### config.mk
export PLATFORM = sky130hd
export DESIGN_NAME = uart_bus_arbiter
export DESIGN_NICKNAME = d
export VERILOG_FILES = /design/src/rtl/uart_arb_pkg.sv /design/src/rtl/uart_bus_arbiter_rr_arb2.sv /design/src/rtl/uart_bus_arbiter.sv
export SDC_FILE = /design/constraint.sdc
export NUM_CORES = 1
export LEC_CHECK = 0
export CORE_MARGIN = 1
export CORE_UTILIZATION = 35
export CTS_CLUSTER_SIZE = 8
export DETAILED_ROUTE_END_ITERATION = 7
export PLACE_DENSITY = 0.84
export SYNTH_ARGS = -nofsm -noshare
export SYNTH_HDL_FRONTEND = slang
export SYNTH_SLANG_ARGS = --single-unit
export TNS_END_PERCENT = 10
### constraint.sdc
create_clock -name CLK -period 2.9 [get_ports CLK]
set_input_delay 0.29 -clock CLK [delete_from_list [all_inputs] [get_ports CLK]]
set_output_delay 0.29 -clock CLK [all_outputs]
set_load 0.1 [all_outputs]
### src/rtl/uart_arb_pkg.sv
// Shared types and constants for the UART bus arbiter: sequencer states,
// UART register map and status-word bit positions.
package uart_arb_pkg;

  typedef enum logic [2:0] {
    IDLE,
    STAT,
    CHECK,
    ACCESS,
    RDATA
  } state_t;

  localparam logic [1:0] UART_ADDR_STATUS  = 2'd0;
  localparam logic [1:0] UART_ADDR_DATA    = 2'd1;
  localparam int         STAT_TX_FULL_BIT  = 31;
  localparam int         STAT_RX_EMPTY_BIT = 30;

  // A write needs room in the TX FIFO; a read needs a byte in the RX FIFO.
  function automatic logic guard_ok(input logic wr, input logic [31:0] status);
    return wr ? !status[STAT_TX_FULL_BIT] : !status[STAT_RX_EMPTY_BIT];
  endfunction

endpackage

### src/rtl/uart_bus_arbiter_rr_arb2.sv
// Two-way round-robin picker: on a tie the requester that did not win last
// time is chosen.
module rr_arb2 (
  input  logic [1:0] req,
  input  logic       last_grant,
  output logic       grant,
  output logic       valid
);

  always_comb begin
    valid = |req;
    if (req == 2'b11) grant = ~last_grant;
    else              grant = req[1];
  end

endmodule

### src/rtl/uart_bus_arbiter.sv
// Shares the UART register bus between two requesters; data-register
// accesses are preceded by a status poll and released on guard failure.
module uart_bus_arbiter
  import uart_arb_pkg::*;
#(
  parameter logic [7:0] MAX_RETRY = 8'd255
) (
  input  logic        CLK,
  input  logic        reset,
  input  logic [1:0]  req,
  input  logic [1:0]  req_wr,
  input  logic [3:0]  req_addr,
  input  logic [63:0] req_wdata,
  output logic [1:0]  ack,
  output logic        err,
  output logic [31:0] rdata,
  output logic [1:0]  uart_addr,
  output logic [31:0] uart_data_in,
  output logic        uart_en,
  output logic        uart_wr,
  input  logic [31:0] uart_data_out
);

  state_t      state, state_nxt;
  logic        last_grant;
  logic        gnt_idx;
  logic        l_wr;
  logic [1:0]  l_addr;
  logic [31:0] l_wdata;
  logic [7:0]  retry_cnt [2];

  logic        arb_grant, arb_valid;
  logic [1:0]  arb_addr;
  logic        guard_pass;
  logic [7:0]  retry_next;
  logic        limit_hit;

  rr_arb2 u_rr_arb2 (
    .req        (req),
    .last_grant (last_grant),
    .grant      (arb_grant),
    .valid      (arb_valid)
  );

  assign arb_addr   = arb_grant ? req_addr[3:2] : req_addr[1:0];
  assign guard_pass = guard_ok(l_wr, uart_data_out);
  assign retry_next = retry_cnt[gnt_idx] + 8'd1;
  assign limit_hit  = (MAX_RETRY != 8'd0) && (retry_next == MAX_RETRY);

  always_ff @(posedge CLK) begin
    if (reset) begin
      state        <= IDLE;
      last_grant   <= 1'b1;
      gnt_idx      <= 1'b0;
      l_wr         <= 1'b0;
      l_addr       <= 2'd0;
      l_wdata      <= 32'd0;
      retry_cnt[0] <= 8'd0;
      retry_cnt[1] <= 8'd0;
    end else begin
      state <= state_nxt;
      if (state == IDLE && arb_valid) begin
        gnt_idx    <= arb_grant;
        last_grant <= arb_grant;
        l_wr       <= req_wr[arb_grant];
        l_addr     <= arb_addr;
        l_wdata    <= arb_grant ? req_wdata[63:32] : req_wdata[31:0];
      end
      // Any completion, good or error, starts the requester's retry budget over.
      if (|ack)
        retry_cnt[gnt_idx] <= 8'd0;
      else if (state == CHECK && !guard_pass)
        retry_cnt[gnt_idx] <= retry_next;
    end
  end

  always_comb begin
    state_nxt    = state;
    ack          = 2'b00;
    err          = 1'b0;
    rdata        = 32'd0;
    uart_addr    = UART_ADDR_STATUS;
    uart_data_in = 32'd0;
    uart_en      = 1'b0;
    uart_wr      = 1'b0;
    case (state)
      IDLE: begin
        if (arb_valid)
          state_nxt = (arb_addr == UART_ADDR_DATA) ? STAT : ACCESS;
      end
      STAT: begin
        uart_en   = 1'b1;
        state_nxt = CHECK;
      end
      CHECK: begin
        if (guard_pass) begin
          state_nxt = ACCESS;
        end else begin
          state_nxt = IDLE;
          if (limit_hit) begin
            ack[gnt_idx] = 1'b1;
            err          = 1'b1;
          end
        end
      end
      ACCESS: begin
        uart_addr    = l_addr;
        uart_en      = 1'b1;
        uart_wr      = l_wr;
        uart_data_in = l_wdata;
        if (l_wr) begin
          ack[gnt_idx] = 1'b1;
          state_nxt    = IDLE;
        end else begin
          state_nxt = RDATA;
        end
      end
      RDATA: begin
        uart_addr    = l_addr;
        ack[gnt_idx] = 1'b1;
        // Addresses 2 and 3 are unimplemented and always read as zero.
        if (l_addr == UART_ADDR_STATUS || l_addr == UART_ADDR_DATA)
          rdata = uart_data_out;
        state_nxt = IDLE;
      end
      default: state_nxt = IDLE;
    endcase
  end

endmodule

==> out/qor.csv <==
metric;value;unit
status;complete, but fails checks;
violations;DRC;
end_kind;primary output;
synth_top_area_share;25.0;%
cts_tree;done;
die_w;98.9;um
nets;628;
design_area;6060;sq um
cts_buffer_depth;2;
hold_depth;1;
r2r-end;retry_cnt[0][4];
ys_warn_count;0;
async_reset_ff_share;0;%
antenna_found_initial;0;
grt_max_degree;51;
grt-ovfl-total;0;
syn_area_per_cell;9.32;sq um
crit_fanout;4;
fin_crit_sh;93.6;%
synth-seq-area-share;39.6;%
synth_nets;461;
synth_seq_cells;57;
ys_dominant_reg_cell;dfxtp_1;
synthCells;353;
h-tree-depth;3;
remaining_drc_errors;1;
cellPowerDensity;429;nW/um^2
rsz0062_at_grt;false;
die_h;98.9;um
diodes;0;
first_pass_iters;6;
setup_viol;0;
hold_class;reg -> reg;
drv_cap;0;
r2r_setup_slack;0.58;ns
worst_slack;0.185;ns
leakage;0.00234;uW
grt_pass1_wl;15.7;mm
cts_root_buf;clkbuf_8;
boundaryPins;177;
io_buffers;176;
coreArea;9150;sq um
vias_per_cell;4.98;
start_util;35.9;%
holdPathEnd;state[1];
layout-area-overhead-vs-synth;84.3;%
wl_per_cell;15.4;um
dpl-instance-area;5860;sq um
clk_pin_slew;0.06;ns
dieArea;9790;sq um
yosysUniqueCellTypes;48;
wirelength;9.82;mm
post-cts-setup-buffer-count;0;
multi_input_area;1860;sq um
synth_area_leaders;dfxtp_1 25%, edfxtp_1 15%, mux2i_1 12%;
setup_tns;0;ns
worst_slew_pin_slew;0.624;ns
fillCellCount;705;
hp-start;state[2];
gp_congestion;0.946;
grtUsageTotal;20.4;%
syn_area;3290;sq um
postRouteAntennaNets;0;
clkSinkCount;57;
layout_common_cells;105 x clkdlybuf4s50_1, 73 x buf_12, 65 x and2_1;
final-max-slew-violation-count;0;
fmax;368;MHz
dpl.cell_count;620;
hpwl;7.87;mm
start_kind;register;
numCtsBuffers;9;
ff2ff_path_depth;8;
register_area;1300;sq um
grt_pass1_vias;3260;
netlist.top_cell.by_area;dfxtp_1;
rows;35;
cp.required;2.61;ns
insertion_delay;0.33;ns
drive_above_1_share;21.5;%
hold_viol;0;
slew_headroom;58.3;%
fin_cells;636;
vdd_drop_max;0.284;mV
critical_path_class;reg -> out;
place_ws;0.496;ns
finalClockSkew;0.00693;ns
vias;3165;
final_common_cell;clkdlybuf4s50_1;
drt_iter0_drc;63;
arrival;2.43;ns
finalPower;2600;uW
period_needed;2.72;ns
synth_edf_count;16;
[how the worst max path moves through the flow]
stage	endpoint	slack, ns	cells past startpoint
global route	ack[1]	0.05	9
detailed placement	ack[1]	0.50	7
CTS	ack[1]	0.12	7
floorplan	ack[1]	-0.17	9
global placement	ack[0]	0.66	8
finish	ack[1]	0.18	9
[cell usage after synthesis (all sizes together) (5+ instances only)]
cell and count:
nor3 11, nor4 6, clkbuf 16, nand2 5
a211oi 36, xor2 5, dfxtp 41, mux2i 41
buf 13, nor2 45, and2 65, edfxtp 16
nor2b 5
[routing by layer]
metal | wire, um | share of wire, % | GRT usage [%] | vias up
met5 | 0 | 0 | 0 | -
met4 | 123 | 1.3 | 5.74 | 0
met3 | 449 | 4.6 | 5.67 | 15
met2 | 5510 | 56 | 39.6 | 78
met1 | 3730 | 38 | 21.2 | 1486
li1 | - | - | - | 1586
[repair_timing]
item,CTS,global route
hold buffers,0,0
gates resized for setup,0,2
endpoints found under the setup margin,0,2
[layout make-up]
class | count | area share, %
timing repair buffer | 185 | 42.3
multi-input combinational | 264 | 30.7
sequential | 57 | 21.5
tap | 111 | 2.29
clock buffer | 10 | 2.11
clock inverter | 6 | 0.970
inverter | 3 | 0.186
[report_power, final]
group	total, uW	internal, uW	switching [uW]
sequential	1010	934	70.9
clock	704	390	314
combinational	890	402	488
[registers in the layout, summed over array words and instances (netlist names), named ones only]
signal / cells
last_grant: 1
l_addr: 2
l_wdata: 32
state: 3
gnt_idx: 1
l_wr: 1
retry_cnt: 16
[critical path: stages (launching register included)]
cell       delay, ns
dfxtp_1         0.38
mux2_2          0.40
inv_1           0.07
ha_1            0.14
inv_1           0.05
a211oi_2        0.26
o2111ai_2       0.22
nor2_4          0.21
o21a_1          0.18
buf_12          0.18
[cell families after synthesis]
kind of cell | synth area share, %
adder cells (fa/ha/maj) | 0.761
XOR/XNOR | 1.60
flip-flops | 39.6
buffers and inverters | 4.94
multiplexers | 13.5
AND/OR/NAND/NOR | 27.3
AO/OA/AOI/OAI | 12.3
[through the flow]
stage	utilization [%]	hold slack [ns]
2_1_floorplan	-	0.442
3_3_place_gp	64.0	0.457
3_5_place_dp	64.0	0.463
4_1_cts	66.1	0.477
5_1_grt	66.2	0.511
6_report	66.2	0.475
Note: power is estimated with default switching activity, not from simulation.
==> RTL change (same flow settings) <==
The parameter `MAX_RETRY` goes from 8'd255 to 8'd127.
--- a/src/rtl/uart_bus_arbiter.sv
+++ b/src/rtl/uart_bus_arbiter.sv
@@ -4,5 +4,5 @@
   import uart_arb_pkg::*;
 #(
-  parameter logic [7:0] MAX_RETRY = 8'd255
+  parameter logic [7:0] MAX_RETRY = 8'd127
 ) (
   input  logic        CLK,
Function: no difference found for any inputs over 10 cycles, from zero or initial values and one cycle with reset high; that may be too few to reach the edited logic, so the function may still have changed.
==> RTL change against the original RTL <==
The flow still finishes with violations (design-rule violations). Sequential cell count stayed put. Die area fell by 1.6%. Utilization fell by 1.1 points. Largest cell class unchanged. Routed wire length shrank 0.84%. Area after synthesis down 1.6%. Cell area is 5.0% lower. Critical endpoint is now ack[0]. Maximum frequency is 4.2% lower. Worst hold slack better by 0.014 ns. Critical path depth shrank 1. Total power decreased by 2.4%. Worst setup slack got worse by 0.12 ns.
==> RTL change: results <==
[worst_setup_path]
reg2reg_to = "retry_cnt[1][3]"
cp.arrival_ns = 2.54
critPathSlowestCell = "or3_4"
slowest_delay_ns = 0.42

[synthesis]
synth.top_cells.by_area = "dfxtp_1 (25%), edfxtp_1 (15%), and2_1 (13%)"
synth_cell_types = 45
synth.avg_cell_area_um2 = 9.140

[run_status]
status = "complete, but fails checks"
violations = "design-rule violations"

[sta]
finClkSkew_ns = 0.009781
setup_slack_ns = 0.06662
tightestPinTransition_ns = 0.5957

[global_routing]
met2_usage_pct = 37.54
grt_pass1_vias = 3190
grt_max_degree = 45
grt_first_pass_wirelength_um = 15320
use_met1_pct = 22.85
grt_usage_pct = 20.31

[routing]
drc_errors = 1
drt-vias-per-instance = 4.923
first_pass_iters = 8
totalWireLength_um = 9733

[placement]
post-place-ws_ns = 0.3548
place_hpwl_um = 7634
gp_congestion = 0.8487
-- RTL change: cell count changes in the layout (fill, tap and decap cells not counted), sizes merged, moves of 2 or more --
cell,before,now
mux2,3,5
xnor2,1,4
buf,80,83
mux2i,41,38
xor2,5,1
clkinvlp,2,0
nor4,6,0
nand2,5,10
nand4,1,3
or3,0,2
nor3,11,16
clkbuf,10,13
-- RTL change: how the worst max path moves through the flow --
stage | end | startpoint | cells after the start
after floorplan | err | register | 7
after global placement | ack[0] | register | 8
after detailed placement | ack[0] | register | 8
after CTS | ack[0] | register | 8
after global routing | ack[0] | retry_cnt[0][0] | 8
final | ack[0] | retry_cnt[0][0] | 8
-- RTL change: repair_timing --
action,in CTS,in global routing
gates cloned,0,0
pin swaps,0,5
gates resized for setup,1,9
endpoints found under the setup margin,2,2
buffers inserted,0,3
-- RTL change: per-stage QoR --
step | hold slack, ns | util (%)
floorplan | 0.4416 | -
global placement | 0.4560 | 62.37
detailed placement | 0.4780 | 62.37
CTS | 0.4889 | 64.47
global route | 0.5123 | 65.12
finish | 0.4892 | 65.12
-- RTL change: layout make-up --
class | count | area (um2)
multi-input combinational | 266 | 1869
inverter | 4 | 15.01
timing repair buffer | 188 | 2253
clock buffer | 13 | 168.9
tap | 108 | 135.1
fill | 725 | 3087
sequential | 57 | 1305
clock inverter | 3 | 15.01
-- RTL change: cells by family after synthesis --
logic type / after synthesis / synth area share, %
adder cells (fa/ha/maj): 2 / 0.7733
XOR/XNOR: 5 / 1.353
AND/OR/NAND/NOR: 161 / 26.80
multiplexers: 43 / 13.61
buffers and inverters: 31 / 4.099
AO/OA/AOI/OAI: 55 / 13.15
flip-flops: 57 / 40.22
-- RTL change: per-layer routing --
metal	wire, um	part of all wire, %	vias up
met2	5097	52	109
li1	-	-	1585
met3	549	5.6	18
met4	207	2.1	0
met5	0	0	-
met1	3878	40	1434
-- RTL change: power groups by stage --
stage               combinational, mW  clock, mW  sequential [mW]
global placement                0.826          0             1.01
detailed placement              0.845          0             1.02
finish                          0.859      0.674             1.00
floorplan                       0.550          0            0.994
CTS                             0.850      0.694             1.00
global route                    0.928      0.726             1.02
